### src/rtl/mem_arb_pkg.sv
// rtl/mem_arb_pkg.sv - state encoding and grant ids shared by mem_arbiter and arb_pick
package mem_arb_pkg;

  typedef enum logic [1:0] {
    IDLE   = 2'd0,
    RESP_I = 2'd1,
    RESP_D = 2'd2
  } state_e;

  localparam logic GNT_INST = 1'b0;
  localparam logic GNT_DATA = 1'b1;

endpackage

### src/rtl/arb_pick.sv
// rtl/arb_pick.sv - combinational grant select; MEM_ARB_RR_EN selects round-robin on conflict
module arb_pick
  import mem_arb_pkg::*;
(
  input  logic inst_req,
  input  logic data_req,
  input  logic last_grant,
  output logic grant_valid,
  output logic grant_id
);

`ifdef MEM_ARB_RR_EN
  always_comb begin
    grant_valid = inst_req | data_req;
    grant_id    = data_req ? GNT_DATA : GNT_INST;
    // On conflict the port that did not win last time goes next
    if (inst_req && data_req) begin
      grant_id = ~last_grant;
    end
  end
`else
  logic unused_last_grant;
  assign unused_last_grant = last_grant;

  always_comb begin
    grant_valid = inst_req | data_req;
    grant_id    = data_req ? GNT_DATA : GNT_INST;
  end
`endif

endmodule

### src/rtl/mem_arbiter.sv
// rtl/mem_arbiter.sv - fetch/data to single-port RAM arbiter, issue then response; MEM_ARB_RR_EN enables round-robin
module mem_arbiter
  import mem_arb_pkg::*;
#(
  parameter int AW = 32,
  parameter int DW = 32
) (
  input  logic          clka,
  input  logic          rst,
  input  logic          inst_req,
  input  logic [AW-1:0] inst_addr,
  output logic [DW-1:0] inst_rdata,
  output logic          inst_ack,
  input  logic          data_req,
  input  logic          data_we,
  input  logic [3:0]    data_be,
  input  logic [AW-1:0] data_addr,
  input  logic [DW-1:0] data_wdata,
  output logic [DW-1:0] data_rdata,
  output logic          data_ack,
  output logic          ram_en,
  output logic [3:0]    ram_wea,
  output logic [AW-1:0] ram_addr,
  output logic [DW-1:0] ram_din,
  input  logic [DW-1:0] ram_dout
);

  state_e        state_q, state_d;
  logic          last_grant_q, last_grant_d;
  logic          run_q;
  logic          data_we_q;
  logic [DW-1:0] inst_rdata_q;
  logic [DW-1:0] data_rdata_q;
  logic          grant_valid;
  logic          grant_id;
  logic          issue;

  arb_pick u_pick (
    .inst_req    (inst_req),
    .data_req    (data_req),
    .last_grant  (last_grant_q),
    .grant_valid (grant_valid),
    .grant_id    (grant_id)
  );

  // run_q keeps the RAM quiet for the cycle right after a reset edge
  assign issue = (state_q == IDLE) && run_q && grant_valid;

  always_comb begin
    state_d      = IDLE;
    last_grant_d = last_grant_q;
    ram_en       = 1'b0;
    ram_wea      = 4'h0;
    ram_addr     = '0;
    ram_din      = '0;
    if (issue) begin
      ram_en       = 1'b1;
      last_grant_d = grant_id;
      if (grant_id == GNT_DATA) begin
        ram_wea  = data_we ? data_be : 4'h0;
        ram_addr = data_addr;
        ram_din  = data_wdata;
        state_d  = RESP_D;
      end else begin
        ram_addr = inst_addr;
        state_d  = RESP_I;
      end
    end
  end

  always_ff @(posedge clka) begin
    if (!rst) begin
      state_q      <= IDLE;
      last_grant_q <= GNT_INST;
      run_q        <= 1'b0;
      data_we_q    <= 1'b0;
      inst_rdata_q <= '0;
      data_rdata_q <= '0;
    end else begin
      state_q      <= state_d;
      last_grant_q <= last_grant_d;
      run_q        <= 1'b1;
      if (issue) begin
        data_we_q <= data_we && (grant_id == GNT_DATA);
      end
      if (state_q == RESP_I) begin
        inst_rdata_q <= ram_dout;
      end
      if ((state_q == RESP_D) && !data_we_q) begin
        data_rdata_q <= ram_dout;
      end
    end
  end

  assign inst_ack = (state_q == RESP_I);
  assign data_ack = (state_q == RESP_D);

  // RAM data arrives during the ack cycle, so it is forwarded then and held from the register afterwards
  assign inst_rdata = inst_ack ? ram_dout : inst_rdata_q;
  assign data_rdata = (data_ack && !data_we_q) ? ram_dout : data_rdata_q;

endmodule

### config.mk
export PLATFORM = sky130hd
export DESIGN_NAME = mem_arbiter
export DESIGN_NICKNAME = d
export VERILOG_FILES = /design/src/rtl/mem_arb_pkg.sv /design/src/rtl/arb_pick.sv /design/src/rtl/mem_arbiter.sv
export SDC_FILE = /design/constraint.sdc
export NUM_CORES = 1
export LEC_CHECK = 0
export ABC_AREA = 1
export CAP_MARGIN = 30
export CELL_PAD_IN_SITES_DETAIL_PLACEMENT = 2
export CELL_PAD_IN_SITES_GLOBAL_PLACEMENT = 2
export CORE_UTILIZATION = 15
export CTS_CLUSTER_DIAMETER = 60
export CTS_CLUSTER_SIZE = 14
export DETAILED_ROUTE_END_ITERATION = 16
export GPL_TIMING_DRIVEN = 0
export PLACE_DENSITY_LB_ADDON = 0.1
export SKIP_CTS_REPAIR_TIMING = 1
export SLEW_MARGIN = 20
export SYNTH_ARGS = -nofsm -noshare
export SYNTH_HDL_FRONTEND = slang
export SYNTH_SLANG_ARGS = --single-unit
### constraint.sdc
create_clock -name clka -period 1.4 [get_ports clka]
set_input_delay 0.28 -clock clka [delete_from_list [all_inputs] [get_ports clka]]
set_output_delay 0.28 -clock clka [all_outputs]
set_load 0.05 [all_outputs]
==> results of run 1 <==
-- final cells by class --
type | count | area (um2)
Fill cell | 2684 | 15100
Inverter | 140 | 608
Multi-Input combinational cell | 368 | 2630
Clock inverter | 6 | 72.6
Antenna cell | 2 | 5.00
Buffer | 37 | 365
Sequential cell | 68 | 1360
Tap cell | 319 | 399
Clock buffer | 10 | 229
Timing Repair Buffer | 277 | 2780
-- routing by layer --
layer	share of wire (%)	GRT usage (%)
met5	0	0
met4	1.3	3.88
met3	6.7	4.43
met2	53	31.8
met1	39	17.8
-- metrics by stage --
stage / hold WS (ns) / TNS (ns) / cells / util [%]
5_1_grt: 0.446 / -87.65 / 1227 / 35.9
3_5_place_dp: 0.460 / -181.67 / 1203 / 32.2
3_3_place_gp: 0.460 / -175.03 / 1203 / 32.2
6_report: 0.440 / -67.58 / 1227 / 35.9
4_1_cts: 0.433 / -189.04 / 1219 / 33.5
2_1_floorplan: 0.308 / -11.63 / 613 / -
-- flip-flops by register name, summed over array words and instances, names as in the netlist --
signal and flops:
data_rdata_q 32, data_we_q 1, inst_rdata_q 32, run_q 1
state_q 2
-- cell families after synthesis --
kind of cell	share of synthesized area [%]
compound gates	13.4
simple gates	29.5
flops	37.7
buf+inv	19.4
-- how the worst min path moves through the flow --
stage	start	endpoint	slack [ns]
finish	rst	run_q$_DFF_P_	0.44
global route	rst	run_q$_DFF_P_	0.45
CTS	rst	run_q$_DFF_P_	0.43
detailed placement	data_we_q$_SDFFE_PN0P_	data_we_q$_SDFFE_PN0P_	0.46
global placement	data_we_q$_SDFFE_PN0P_	data_we_q$_SDFFE_PN0P_	0.46
floorplan	rst	run_q$_DFF_P_	0.31
-- report_power, final --
part | total, mW | leakage [nW] | internal [mW] | switching (mW)
logic | 2.99 | 3.19 | 1.13 | 1.86
registers | 2.05 | 0.555 | 2.02 | 0.0259
clock network | 2.37 | 0.143 | 1.40 | 0.972
-- placed cells by master (no fill, tap or decap), types with 2 or more instances in the layout --
master	Yosys	final
a21oi_2	0	3
a21oi_4	0	29
buf_12	0	4
buf_2	15	4
buf_4	1	32
buf_6	2	82
buf_8	0	15
clkbuf_1	19	8
clkbuf_16	0	10
clkbuf_2	0	7
clkbuf_4	0	24
clkdlybuf4s50_1	0	135
clkinv_4	0	3
dfxtp_1	68	66
dfxtp_2	0	2
diode_2	0	2
dlymetal6s2s_1	0	2
inv_1	137	73
inv_2	3	34
inv_4	0	33
nand2_1	164	162
nand2_2	1	2
nor2_1	88	64
nor2_2	14	4
nor2_4	0	34
nor3_1	2	2
o21ai_1	64	2
o21ai_2	0	29
o21ai_4	0	33
==> run summary, run 1 <==
PD cells: 876 mW/mm2
Fin area: 0.00845 mm2
Row cnt: 56
Worst VDD drop: 0.514 mV
CTS root buffer: clkbuf_16
Layout cells sized above 1: 43.0%
Worst Path Buf+Inv: 5
Gp weighted congestion: 0.721
Count of cell types in the netlist: 16
Unrepaired setup endpoints after global routing: yes
Synth Register Bits: 68
DRT antenna net count: 0
Initial Utilization: 15.4%
Initial DRC Count: 71
Total congestion overflow: 0
Number of enable flip-flop cells after synthesis: 0
Leakage: 3.89 nW
Syn-to-layout area delta: 134%
Drt via density: 3.93
Routed WL: 20.3 mm
Worst path max stage delay: 0.47 ns
Reg-to-reg endpoint: data_rdata_q[8]$_SDFF_PN0_
Slew at the pin closest to its max-slew limit: 0.625 ns
DIE WIDTH: 157 um
Syn. warnings: 0
Vias in the first global route: 5,454
Clk buf depth: 2
Failing checks: negative setup slack
Total die area: 0.0247 mm2
Worst R2R Path Depth: 6
Worst setup SP type: primary input
Syn nets: 750
Max Clock Freq: 0.519 GHz
Crit path from: inst_req
Dominant cell by count in the synthesized netlist: nand2_1
Initial antenna violation count: 3
Critical-path cell list: clkdlybuf4s50_1, inv_1, nand2_2, nand3_4, buf_12, buf_8, nor2_4, buf_6
Post-synthesis sequential area ratio: 37.7%
Post-DP HPWL: 16.3 mm
Final Hold Viols: 0
# IOs: 272
Post-synth top cells: nand2_1 (164), inv_1 (137), nor2_1 (88), dfxtp_1 (68), o21ai_1 (64)
Core area: 0.0235 mm2
RR Startpoint: state_q[1]$_SDFF_PN0_
Clk_lat worst skew: 0.34 ns
Final period util: 138%
Syn Area/Cell: 5.90 um2
Total Power: 7.40 mW
Clock Skew: 0.0123 ns
Synth area leaders: dfxtp_1 (38%), nand2_1 (17%), inv_1 (14%), nor2_1 (9.1%), o21ai_1 (8.9%)
Critical path data arrival time: 1.65 ns
Final Max Tran Viols: 0
CTS Buf Count: 9
Placement Setup Slack: -1.54 ns
Post-Syn Instances: 613
Maxcap violations: 0
Final setup margin: -0.527 ns
Port bufs: 271
Max_slew headroom: 58.3%
Largest net degree at the start of global routing: 14
Critical path's slowest cell: clkdlybuf4s50_1
Async SR Flop Fraction: 0%
Flop-to-flop setup slack: 0.13 ns
DP Area: 0.00757 mm2
Hold depth: 1
Crit path max-delay family: buffers and inverters
Die height: 157 um
Status: finished with violations
CP Depth: 8
CTS tree: built
Element type at the critical path end: output pin
H-tree depth: 3
Dominant register cell in the synthesized netlist: dfxtp_1
Mapped cell area: 0.00361 mm2
Worst Hold Class: in -> reg
Worst setup endpoint: ram_din[10]
Setup Crit Path Kind: in -> out
Leading area contributor after synthesis: dfxtp_1
Critical path required time: 1.12 ns
Vias post-DR: 4,825
Avg WL per Cell: 16.6 um
Synth top area share: 37.7%
Nets@finish: 1,038
First drt pass iteration count: 3
Crit-path max FO: 10
First-pass GRT wire length: 31.0 mm
Endpoints failing setup: 165
Clock slew at the register clock pins of the worst setup and hold paths: 0.06 ns
DRC Markers: 0
Clock sink count: 68
Minimum clock period: 1.93 ns
All-Layer GR Usage: 16.6%
(Power assumes the default switching activity.)
==> inputs of run 2 (changes only) <==
- CTS_CLUSTER_DIAMETER: 60 -> 200
- SETUP_SLACK_MARGIN: not set -> 0.5
==> run 2 against run 1 <==
Compared with the run above:
- the flow still finishes with violations (negative setup slack)
- sequential share of layout area shrank 0.74 points
- register-to-register slack is essentially flat
- sequential cell count is the same
- setup slack gained 0.044 ns
- wire length shrank 3.6%
- clock skew shrank 0.0046 ns
- die area is the same
- via count grew 0.79%
- critical path type is now reg -> out
- largest cell class unchanged
- highest routed layer is now met5
==> run summary, run 2 (synthesis gave the netlist of run 1 again) <==
Status: finished with violations
Failing checks: negative setup slack
Hold wc startpoint: rst
Clock slew at the register clock pins of the worst setup and hold paths: 0.06 ns (about the same)
Max_slew headroom: 54.4% (-3.9 points)
PD cells: 866 mW/mm2 (-1.2%)
Core area: 0.0235 mm2 (unchanged)
Seq pwr share: 26.7% (-1.0 points)
Critical path's slowest cell: dfxtp_4
Switching Fraction: 37.1% (-1.4 points)
Final Hold Viols: 0 (unchanged)
DRT antenna net count: 0 (unchanged)
Clock sink count: 68 (unchanged)
DIE WIDTH: 157 um (unchanged)
Endpoints failing setup: 165 (unchanged)
Routed WL: 19.6 mm (-3.6%)
Post-DP HPWL: 15.9 mm (-2.5%)
Total Power: 7.68 mW (+3.7%)
Final setup margin: -0.483 ns (+0.0439 ns)
# IOs: 272 (unchanged)
RR Startpoint: state_q[1]$_SDFF_PN0_
Clock group share of total power: 32.3% (+0.3 points)
CTS root buffer: clkbuf_16
Worst VDD drop: 0.612 mV (+19%)
Clk buf depth: 2 (unchanged)
Vias in the first global route: 5,515 (+1.1%)
Max Clock Freq: 0.531 GHz (+2.3%)
Commonest non-fill, non-tap cell in the layout: nand2_1
Largest net degree at the start of global routing: 14 (unchanged)
Placed insts: 1,203 (unchanged)
Crit path max-delay family: buffers and inverters
Drt via density: 3.96 (+0.71%)
Worst Hold Class: in -> reg
Slew at the pin closest to its max-slew limit: 0.684 ns (+0.0597 ns)
DP Area: 0.00791 mm2 (+4.5%)
Row cnt: 56 (unchanged)
Critical path data arrival time: 1.60 ns (-0.05 ns)
Switching pwr: 2.85 mW (about the same)
Initial antenna violation count: 1 (-2)
Gp weighted congestion: 0.726 (+0.79%)
Critical-path cell list: inv_2, nand2_2, buf_12, buf_6, o21ai_2, inv_2, clkbuf_4
Leakage: 4.01 nW (+3.0%)
Comb pwr share: 41.0% (+0.7 points)
Final Max Tran Viols: 0 (unchanged)
Die height: 157 um (unchanged)
Syn-to-layout area delta: 145%
DRC Markers: 0 (unchanged)
CP dominant cell by count: inv_2
Maxcap violations: 0 (unchanged)
Setup Crit Path Kind: reg -> out
Initial Utilization: 15.4% (unchanged)
CTS Buf Count: 9 (unchanged)
Fin area: 0.00887 mm2 (+5.0%)
Minimum clock period: 1.88 ns (-0.0439 ns)
Layout cells sized above 1: 45.2% (+2.1 points)
Clk_lat worst skew: 0.34 ns (about the same)
Initial DRC Count: 94 (+32%)
Fillers: 2,657 (-1.0%)
Final period util: 134% (-3.1 points)
Element type at the critical path end: output pin
Worst path max stage delay: 0.35 ns (-0.12 ns)
Worst Path Buf+Inv: 5 (unchanged)
Total congestion overflow: 0 (unchanged)
All-Layer GR Usage: 15.8% (-0.80 points)
First drt pass iteration count: 3 (unchanged)
Vias post-DR: 4,863 (+0.79%)
Crit-path max FO: 10 (unchanged)
Critical path required time: 1.12 ns (about the same)
Nets@finish: 1,040 (+0.19%)
Total die area: 0.0247 mm2 (unchanged)
Avg WL per Cell: 16.0 um (-3.7%)
H-tree depth: 3 (unchanged)
Cell internal pwr: 4.83 mW (+6.1%)
CTS tree: built
Final setup TNS: -61.04 ns (+6.54 ns)
Worst setup SP type: flip-flop
Clock Skew: 0.00769 ns (-0.00463 ns)
Port bufs: 271 (unchanged)
Most frequent cells in the layout: nand2_1 (150), clkdlybuf4s50_1 (134), inv_1 (72), buf_6 (70), dfxtp_1 (66)
Crit path from: state_q[1]$_SDFF_PN0_
Non-Filler Instances: 1,228 (+0.081%)
Largest regs: data_rdata_q x32, inst_rdata_q x32, state_q x2
Unrepaired setup endpoints after global routing: yes
WHS: 0.438 ns (-0.00202 ns)
First-pass GRT wire length: 29.3 mm (-5.4%)
[run 2: changes by cell type in the layout (fill, tap and decap cells not counted), sizes merged]
cell / previous run / this run
dlymetal6s2s: 2 / 3
diode: 2 / 1
bufinv: 1 / 2
clkdlybuf4s50: 135 / 134
clkbuf: 50 / 40
buf: 137 / 148
[run 2: area by class of cell]
type,instances,area (um2),share of cell area [%]
Clock inverter,7,98.8,1.11
Timing Repair Buffer,279,2970,33.5
Multi-Input combinational cell,368,2760,31.1
Sequential cell,68,1370,15.4
Buffer,37,404,4.56
Clock buffer,9,225,2.54
Tap cell,319,399,4.50
Antenna cell,1,2.50,0.0282
Inverter,140,643,7.25
[run 2: worst register-to-register path, stage by stage (launching register included)]
cell	delay (ns)
dfxtp_4	0.36
inv_2	0.05
nor2_4	0.14
nand2_8	0.12
buf_8	0.20
o21ai_4	0.19
nor2_1	0.06
[run 2: power groups by stage]
stage	Sequential [mW]	Combinational (mW)	Clock (mW)
2_1_floorplan	2.08	1.80	0
3_3_place_gp	2.09	2.86	0
3_5_place_dp	2.09	2.91	0
4_1_cts	2.05	2.92	2.58
5_1_grt	2.06	3.33	2.67
6_report	2.05	3.15	2.48
[run 2: layer usage]
metal  up-vias  GRT usage, %  routed length, um
met2       155          30.6              10800
met4         2          4.95                280
met3        19          5.75               1530
met1      2318          15.4               6980
li1       2369             -                  -
met5         -             0                 11
[run 2: worst paths after layout]
check / endpoint / slack, ns / cells past startpoint
max: inst_rdata[21] / -0.48 / 7
min: run_q$_DFF_P_ / 0.44 / 1
max reg2reg: data_rdata_q[11]$_SDFF_PN0_ / 0.13 / 6
min reg2reg: data_we_q$_SDFFE_PN0P_ / 0.48 / 2
[run 2: through the flow]
step                setup slack (ns)  utilization, %
global placement               -1.47            33.6
CTS                            -1.49            35.0
global route                  -0.586            37.7
finish                        -0.483            37.7
floorplan                     -0.177               -
detailed placement             -1.48            33.6
